$ cat src/rtl/mips_boot_loader_pkg.sv
// Shared constants and state encoding for the MIPS boot loader.
// Module parameters default to these values.
package mips_boot_loader_pkg;

    localparam int          BOOT_ADDR_W    = 10;
    localparam int          BOOT_MAX_WORDS = 1024;
    localparam logic [7:0]  BOOT_SYNC_BYTE = 8'hA5;

    typedef enum logic [2:0] {
        ST_IDLE   = 3'd0,
        ST_LEN_HI = 3'd1,
        ST_LEN_LO = 3'd2,
        ST_DATA   = 3'd3,
        ST_CHECK  = 3'd4,
        ST_DONE   = 3'd5,
        ST_ERROR  = 3'd6
    } state_t;

endpackage

$ cat src/rtl/mips_boot_loader_if.sv
// Byte-stream input, control and memory-write bundle of the boot loader.
// The slave modport is the loader, the master modport is its environment.
interface mips_boot_loader_if
    import mips_boot_loader_pkg::*;
#(
    parameter int ADDR_W = BOOT_ADDR_W
) ();

    logic              in_valid;
    logic [7:0]        in_data;
    logic              in_ready;
    logic              clear;
    logic              mem_we;
    logic [ADDR_W-1:0] mem_addr;
    logic [31:0]       mem_wdata;
    logic              core_hold;
    logic              load_done;
    logic              load_error;

    modport master (
        output in_valid, in_data, clear,
        input  in_ready, mem_we, mem_addr, mem_wdata, core_hold, load_done, load_error
    );

    modport slave (
        input  in_valid, in_data, clear,
        output in_ready, mem_we, mem_addr, mem_wdata, core_hold, load_done, load_error
    );

endinterface

$ cat src/rtl/mips_boot_loader_packer.sv
// Packs accepted data bytes into big-endian 32-bit words.
// word/word_valid are registered; word holds its value between strobes.
module boot_word_packer (
    input  logic        clk1,
    input  logic        reset,
    input  logic        flush,
    input  logic        byte_valid,
    input  logic [7:0]  byte_in,
    output logic        word_last,
    output logic        word_valid,
    output logic [31:0] word
);

    logic [1:0]  byte_cnt;
    logic [23:0] shift_q;

    assign word_last = (byte_cnt == 2'd3);

    always_ff @(posedge clk1) begin
        if (reset) begin
            byte_cnt   <= 2'd0;
            shift_q    <= 24'd0;
            word_valid <= 1'b0;
            word       <= 32'd0;
        end else begin
            word_valid <= 1'b0;
            if (flush) begin
                byte_cnt <= 2'd0;
            end else if (byte_valid) begin
                shift_q  <= {shift_q[15:0], byte_in};
                byte_cnt <= byte_cnt + 2'd1;
                // the fourth byte completes the word; older bytes sit in shift_q
                if (word_last) begin
                    word       <= {shift_q, byte_in};
                    word_valid <= 1'b1;
                end
            end
        end
    end

endmodule

$ cat src/rtl/mips_boot_loader.sv
// Boot loader: receives a framed byte image, writes it word by word into
// main memory, verifies an XOR checksum and releases the MIPS core on success.
//
//   state     | meaning
//   ----------+----------------------------------------------
//   IDLE      | hunting for the sync byte
//   LEN_HI    | expecting high byte of word count
//   LEN_LO    | expecting low byte of word count, range check
//   DATA      | receiving 4*N data bytes, writing words
//   CHECK     | expecting checksum byte
//   DONE      | image good, core released, waits for clear
//   ERROR     | frame rejected, waits for clear
module mips_boot_loader
    import mips_boot_loader_pkg::*;
#(
    parameter int         ADDR_W    = BOOT_ADDR_W,
    parameter int         MAX_WORDS = BOOT_MAX_WORDS,
    parameter logic [7:0] SYNC_BYTE = BOOT_SYNC_BYTE
) (
    input  logic          clk1,
    input  logic          reset,
    mips_boot_loader_if.slave bus
);

    state_t            state_q;
    state_t            state_n;
    logic              in_ready_q;
    logic [7:0]        len_hi_q;
    logic [15:0]       len_q;
    logic [15:0]       len_rx;
    logic              len_ok;
    logic [15:0]       word_idx_q;
    logic              last_word;
    logic [7:0]        chk_q;
    logic [ADDR_W-1:0] mem_addr_q;
    logic              xfer;
    logic              data_xfer;
    logic              word_last;
    logic              word_valid;
    logic [31:0]       word;

    assign xfer      = bus.in_valid && in_ready_q;
    assign data_xfer = xfer && !bus.clear && (state_q == ST_DATA);
    assign len_rx    = {len_hi_q, bus.in_data};
    assign len_ok    = (len_rx != 16'd0) && (32'(len_rx) <= MAX_WORDS);
    assign last_word = ((word_idx_q + 16'd1) == len_q);

    boot_word_packer u_packer (
        .clk1       (clk1),
        .reset      (reset),
        .flush      (bus.clear),
        .byte_valid (data_xfer),
        .byte_in    (bus.in_data),
        .word_last  (word_last),
        .word_valid (word_valid),
        .word       (word)
    );

    always_ff @(posedge clk1) begin
        if (reset) begin
            state_q <= ST_IDLE;
        end else begin
            state_q <= state_n;
        end
    end

    // clear outranks any byte arriving in the same cycle
    always_comb begin
        state_n = state_q;
        if (bus.clear) begin
            state_n = ST_IDLE;
        end else if (xfer) begin
            case (state_q)
                ST_IDLE:   if (bus.in_data == SYNC_BYTE) state_n = ST_LEN_HI;
                ST_LEN_HI: state_n = ST_LEN_LO;
                ST_LEN_LO: state_n = len_ok ? ST_DATA : ST_ERROR;
                ST_DATA:   if (word_last && last_word) state_n = ST_CHECK;
                ST_CHECK:  state_n = (bus.in_data == chk_q) ? ST_DONE : ST_ERROR;
                default:   state_n = state_q;
            endcase
        end
    end

    always_ff @(posedge clk1) begin
        if (reset) begin
            in_ready_q <= 1'b1;
            len_hi_q   <= 8'd0;
            len_q      <= 16'd0;
            word_idx_q <= 16'd0;
            chk_q      <= 8'd0;
            mem_addr_q <= '0;
        end else begin
            in_ready_q <= (state_n != ST_DONE) && (state_n != ST_ERROR);
            if (bus.clear) begin
                word_idx_q <= 16'd0;
                chk_q      <= 8'd0;
            end else if (xfer) begin
                case (state_q)
                    ST_IDLE: begin
                        word_idx_q <= 16'd0;
                        chk_q      <= 8'd0;
                    end
                    ST_LEN_HI: len_hi_q <= bus.in_data;
                    ST_LEN_LO: len_q    <= len_rx;
                    ST_DATA: begin
                        chk_q <= chk_q ^ bus.in_data;
                        // address is latched alongside the word so both appear with the strobe
                        if (word_last) begin
                            mem_addr_q <= word_idx_q[ADDR_W-1:0];
                            word_idx_q <= word_idx_q + 16'd1;
                        end
                    end
                    default: ;
                endcase
            end
        end
    end

    assign bus.in_ready   = in_ready_q;
    assign bus.mem_we     = word_valid;
    assign bus.mem_addr   = mem_addr_q;
    assign bus.mem_wdata  = word;
    assign bus.load_done  = (state_q == ST_DONE);
    assign bus.load_error = (state_q == ST_ERROR);
    assign bus.core_hold  = (state_q != ST_DONE);

endmodule

$ cat src/flat_wrapper.sv
// flat-port wrapper written by rule: the top's interface ports become plain ports
module mips_boot_loader_flat import mips_boot_loader_pkg::*;
#(
    parameter int         ADDR_W    = BOOT_ADDR_W,
    parameter int         MAX_WORDS = BOOT_MAX_WORDS,
    parameter logic [7:0] SYNC_BYTE = BOOT_SYNC_BYTE
)
  (clk1, reset, bus_in_valid, bus_in_data, bus_clear, bus_in_ready, bus_mem_we, bus_mem_addr, bus_mem_wdata, bus_core_hold, bus_load_done, bus_load_error);
  mips_boot_loader_if #(.ADDR_W(ADDR_W)) bus_i ();
  input  logic clk1;
  input  logic reset;
  input wire logic [$bits(bus_i.in_valid)-1:0] bus_in_valid;
  input wire logic [$bits(bus_i.in_data)-1:0] bus_in_data;
  input wire logic [$bits(bus_i.clear)-1:0] bus_clear;
  output wire logic [$bits(bus_i.in_ready)-1:0] bus_in_ready;
  output wire logic [$bits(bus_i.mem_we)-1:0] bus_mem_we;
  output wire logic [$bits(bus_i.mem_addr)-1:0] bus_mem_addr;
  output wire logic [$bits(bus_i.mem_wdata)-1:0] bus_mem_wdata;
  output wire logic [$bits(bus_i.core_hold)-1:0] bus_core_hold;
  output wire logic [$bits(bus_i.load_done)-1:0] bus_load_done;
  output wire logic [$bits(bus_i.load_error)-1:0] bus_load_error;
  assign bus_i.in_valid = bus_in_valid;
  assign bus_i.in_data = bus_in_data;
  assign bus_i.clear = bus_clear;
  assign bus_in_ready = bus_i.in_ready;
  assign bus_mem_we = bus_i.mem_we;
  assign bus_mem_addr = bus_i.mem_addr;
  assign bus_mem_wdata = bus_i.mem_wdata;
  assign bus_core_hold = bus_i.core_hold;
  assign bus_load_done = bus_i.load_done;
  assign bus_load_error = bus_i.load_error;
  mips_boot_loader #(.ADDR_W(ADDR_W), .MAX_WORDS(MAX_WORDS), .SYNC_BYTE(SYNC_BYTE)) u_core (.clk1(clk1), .reset(reset), .bus(bus_i));
endmodule
$ cat config.mk
export PLATFORM = sky130hd
export DESIGN_NAME = mips_boot_loader_flat
export DESIGN_NICKNAME = d
export VERILOG_FILES = /design/src/rtl/mips_boot_loader_pkg.sv /design/src/rtl/mips_boot_loader_if.sv /design/src/rtl/mips_boot_loader_packer.sv /design/src/rtl/mips_boot_loader.sv /design/src/flat_wrapper.sv
export SDC_FILE = /design/constraint.sdc
export NUM_CORES = 1
export LEC_CHECK = 0
export CAP_MARGIN = 40
export CORE_MARGIN = 2
export CORE_UTILIZATION = 45
export CTS_BUF_LIST = sky130_fd_sc_hd__clkbuf_2 sky130_fd_sc_hd__clkbuf_4 sky130_fd_sc_hd__clkbuf_8
export CTS_CLUSTER_DIAMETER = 50
export CTS_CLUSTER_SIZE = 16
export DETAILED_ROUTE_END_ITERATION = 12
export PLACE_DENSITY = 0.72
export SETUP_SLACK_MARGIN = 0.15
export SLEW_MARGIN = 15
export SYNTH_ARGS = -nofsm -noshare
export SYNTH_HDL_FRONTEND = slang
export SYNTH_HIERARCHICAL = 1
export SYNTH_SLANG_ARGS = --single-unit
$ cat constraint.sdc
create_clock -name clk1 -period 4.94 [get_ports clk1]
set_input_delay 0.494 -clock clk1 [delete_from_list [all_inputs] [get_ports clk1]]
set_output_delay 0.494 -clock clk1 [all_outputs]
set_load 0.01 [all_outputs]
==> reports/qor.txt <==
Commonest non-fill, non-tap cell in the layout: nand2_1
Antenna fix cells: 0
Status: complete, no violations
DR pass1 iterations: 6
Final Hold Fails: 0
Hold Path End: u_core/u_packer/word[14]
Hold Slack: 430 ps
Flops & latches, synth: 121
Routability cong.: 0.871
RSZ-0062 raised after global routing: false
Min-Delay Path Class: in -> reg
Synth-to-Final Area Change: 17.3%
Vias in the first global route: 4492
Crit Path Category: reg -> reg
DR DRC count: 0
Async set-reset flop share out of synthesis: 0
Largest net degree at the start of global routing: 68
Clock sink count: 121
Bufs on Longest Clock Path: 2
Syn Nets: 693
Worst Reg2Reg Path Length in Cells: 9
H-tree depth: 4
DR iter-0 viols: 241
Die height: 115 um
RR Startpoint: u_core/word_idx_q[0]
CTS buffer count: 17
Final wirelength: 13200 um
Final worst path period share: 0.605
Clock root cell: clkbuf_8
Vias: 4753
EDFF count, synth: 0
Die width: 115 um
Total power: 0.00190 W
Unique masters post-synth: 60
Worst slew margin: 0.483
PwrDens: 293 nW/um^2
Fillers: 1126
Storage element area: 2420 sq um
Cell row count: 40
Clock transition at path regs: 80 ps
Initial antenna violation count: 0
Hold path start: reset
DRT antenna net count: 0
Tmin final: 2990 ps
Setup-failing EPs final: 0
Overall routing resource usage: 0.204
Synth Cell Area: 5530 sq um
Final Max Slew Viols: 0
Buf/Inv on CP: 0
Arrival @ worst endpoint: 3320 ps
Post-CTS Resized: 0
Initial Util: 0.461
Per-cell routed wire length: 15.0 um
Die ar.: 13200 sq um
Slew @ Worst Pin: 776 ps
Critical path fanouts, max: 8
Nets: 730
Post-route setup TNS: 0 ps
Max incr delay on CP: 510 ps
Placed cell count: 843
Main synth FF type: dfxtp_1
Hold path cells: 2
Worst vdd ir: 0.000213 V
Most frequent cells in the layout: nand2_1, dfxtp_1, a21oi_1, clkdlybuf4s50_1, nor2_1
Number of vias per cell: 5.43
Hold Buf Count CTS: 0
Slowest stage cell, crit path: dfxtp_1
Non-filler cells, final: 876
Post-synthesis sequential area ratio: 0.438
Max Clk Rate: 335 MHz
Max_cap viols: 0
Avg Synthesized Cell Area: 8.15 sq um
Reg2reg end: u_core/bus.in_ready
Grt ovf: 0
CTS tree: built
Crit start category: flip-flop
Multi-input gate area: 2820 sq um
Cell Chain, Critical Path: ha_1 > nand3_2 > or3_1 > a211oi_1 > nand4_1 > nor4_4 > o211ai_1 > xor2_1 > nand2_2
CP Data Required Time: 5280 ps
Setup Fix Bufs, Post-CTS: 0
First-pass GRT wire length: 21300 um
Post-DP HPWL: 8920 um
Mapped Cells: 679
CP Capture Type: flip-flop
I/O pin count: 59
Clk_skew: 11.7 ps
Buffers on Ports: 58
Core Area: 12000 sq um
Crit-path leading delay family: simple AND/OR/NAND/NOR gates
Layout cells sized above 1: 0.125
Skew-Pair Late Insertion Delay: 440 ps
LEAKAGE: 2.17 nW
Worst reg-to-reg setup slack: 1950 ps
Yosys Warn Count: 6
==> sequential cells by signal (all words and copies together) (netlist names), 2 cells and up <==
name                      count
u_core/u_packer/word         32
u_core/u_packer/shift_q      24
u_core/len_q                 16
u_core/word_idx_q            16
u_core/bus.mem_addr          10
u_core/chk_q                  8
u_core/len_hi_q               8
u_core/state_q                3
u_core/u_packer/byte_cnt      2
==> worst reg2reg max path: stages (launching register included) <==
cell,delay (ps)
dfxtp_1,510
ha_1,380
nand3_2,190
or3_1,400
a211oi_1,330
nand4_1,190
nor4_4,420
o211ai_1,180
xor2_1,210
nand2_2,70
==> cell type report <==
class / count / area share
multi-input cells: 508 / 0.434
flip-flops and latches: 121 / 0.373
repair buffers: 64 / 0.101
clock buffers: 18 / 0.0382
well taps: 147 / 0.0284
clock inverters: 14 / 0.0218
inverters: 4 / 0.00231
==> per-layer routing <==
| metal | part of all wire | GRT usage | vias to the layer above |
|---|---|---|---|
| li1 | - | - | 2368 |
| met4 | 0.024 | 0.0988 | 0 |
| met5 | 0 | 0 | - |
| met2 | 0.49 | 0.341 | 102 |
| met3 | 0.044 | 0.0485 | 26 |
| met1 | 0.44 | 0.248 | 2257 |
==> kinds of logic after synthesis <==
logic type,Yosys count,synth area share
fa+ha+maj,2,0.00452
simple gates,314,0.271
compound gates,149,0.161
buf+inv,50,0.0547
xor+xnor,33,0.0522
mux,10,0.0181
flops,121,0.438
==> metrics by stage <==
| step | worst slack [ps] | area [sq um] | util |
|---|---|---|---|
| after floorplan | 2510 | 5530 | - |
| after global placement | 1920 | 6030 | 0.502 |
| after detailed placement | 1850 | 6080 | 0.506 |
| after CTS | 2010 | 6470 | 0.539 |
| after global routing | 1820 | 6490 | 0.540 |
| final | 1950 | 6490 | 0.540 |
==> how the worst max path moves through the flow <==
stage	start	endpoint	cells after the start
final	u_core/word_idx_q[0]	u_core/bus.in_ready	9
after global routing	u_core/word_idx_q[0]	u_core/bus.in_ready	9
after CTS	u_core/word_idx_q[0]	u_core/bus.in_ready	9
after detailed placement	bus_in_data[3]	u_core/bus.in_ready	9
after global placement	bus_in_data[3]	u_core/bus.in_ready	9
after floorplan	u_core/word_idx_q[0]	u_core/bus.in_ready	10
==> Yosys cell counts, types with 3 or more instances <==
| library cell | instances | area (sq um) |
|---|---|---|
| nor4_2 | 4 | 50.1 |
| nand3_1 | 14 | 70.1 |
| or3_1 | 5 | 31.3 |
| xor2_1 | 16 | 140 |
| buf_2 | 8 | 40.0 |
| nor4_1 | 4 | 25.0 |
| o211ai_1 | 3 | 22.5 |
| xnor2_1 | 17 | 149 |
| mux2i_1 | 10 | 100 |
| a21oi_2 | 20 | 175 |
| buf_6 | 9 | 101 |
| buf_4 | 7 | 52.6 |
| or4_1 | 6 | 45.0 |
| nand2_1 | 174 | 653 |
| clkbuf_1 | 20 | 75.1 |
| and3_1 | 5 | 31.3 |
| dfxtp_1 | 121 | 2420 |
| nor2b_1 | 5 | 31.3 |
| nand4_1 | 6 | 37.5 |
| nand2b_1 | 3 | 18.8 |
| nor2_1 | 48 | 180 |
| inv_1 | 4 | 15.0 |
| o21ai_0 | 22 | 110 |
| or3b_2 | 4 | 35.0 |
| a21oi_1 | 88 | 440 |
| nor3_1 | 10 | 50.1 |
==> power by group <==
group / internal [W] / switching, W
Combinational: 0.0000197 / 0.0000437
Clock: 0.000423 / 0.000438
Sequential: 0.000976 / 0.00000158
Total: 0.00142 / 0.000483
No activity file was read; power rests on OpenSTA's default activity.
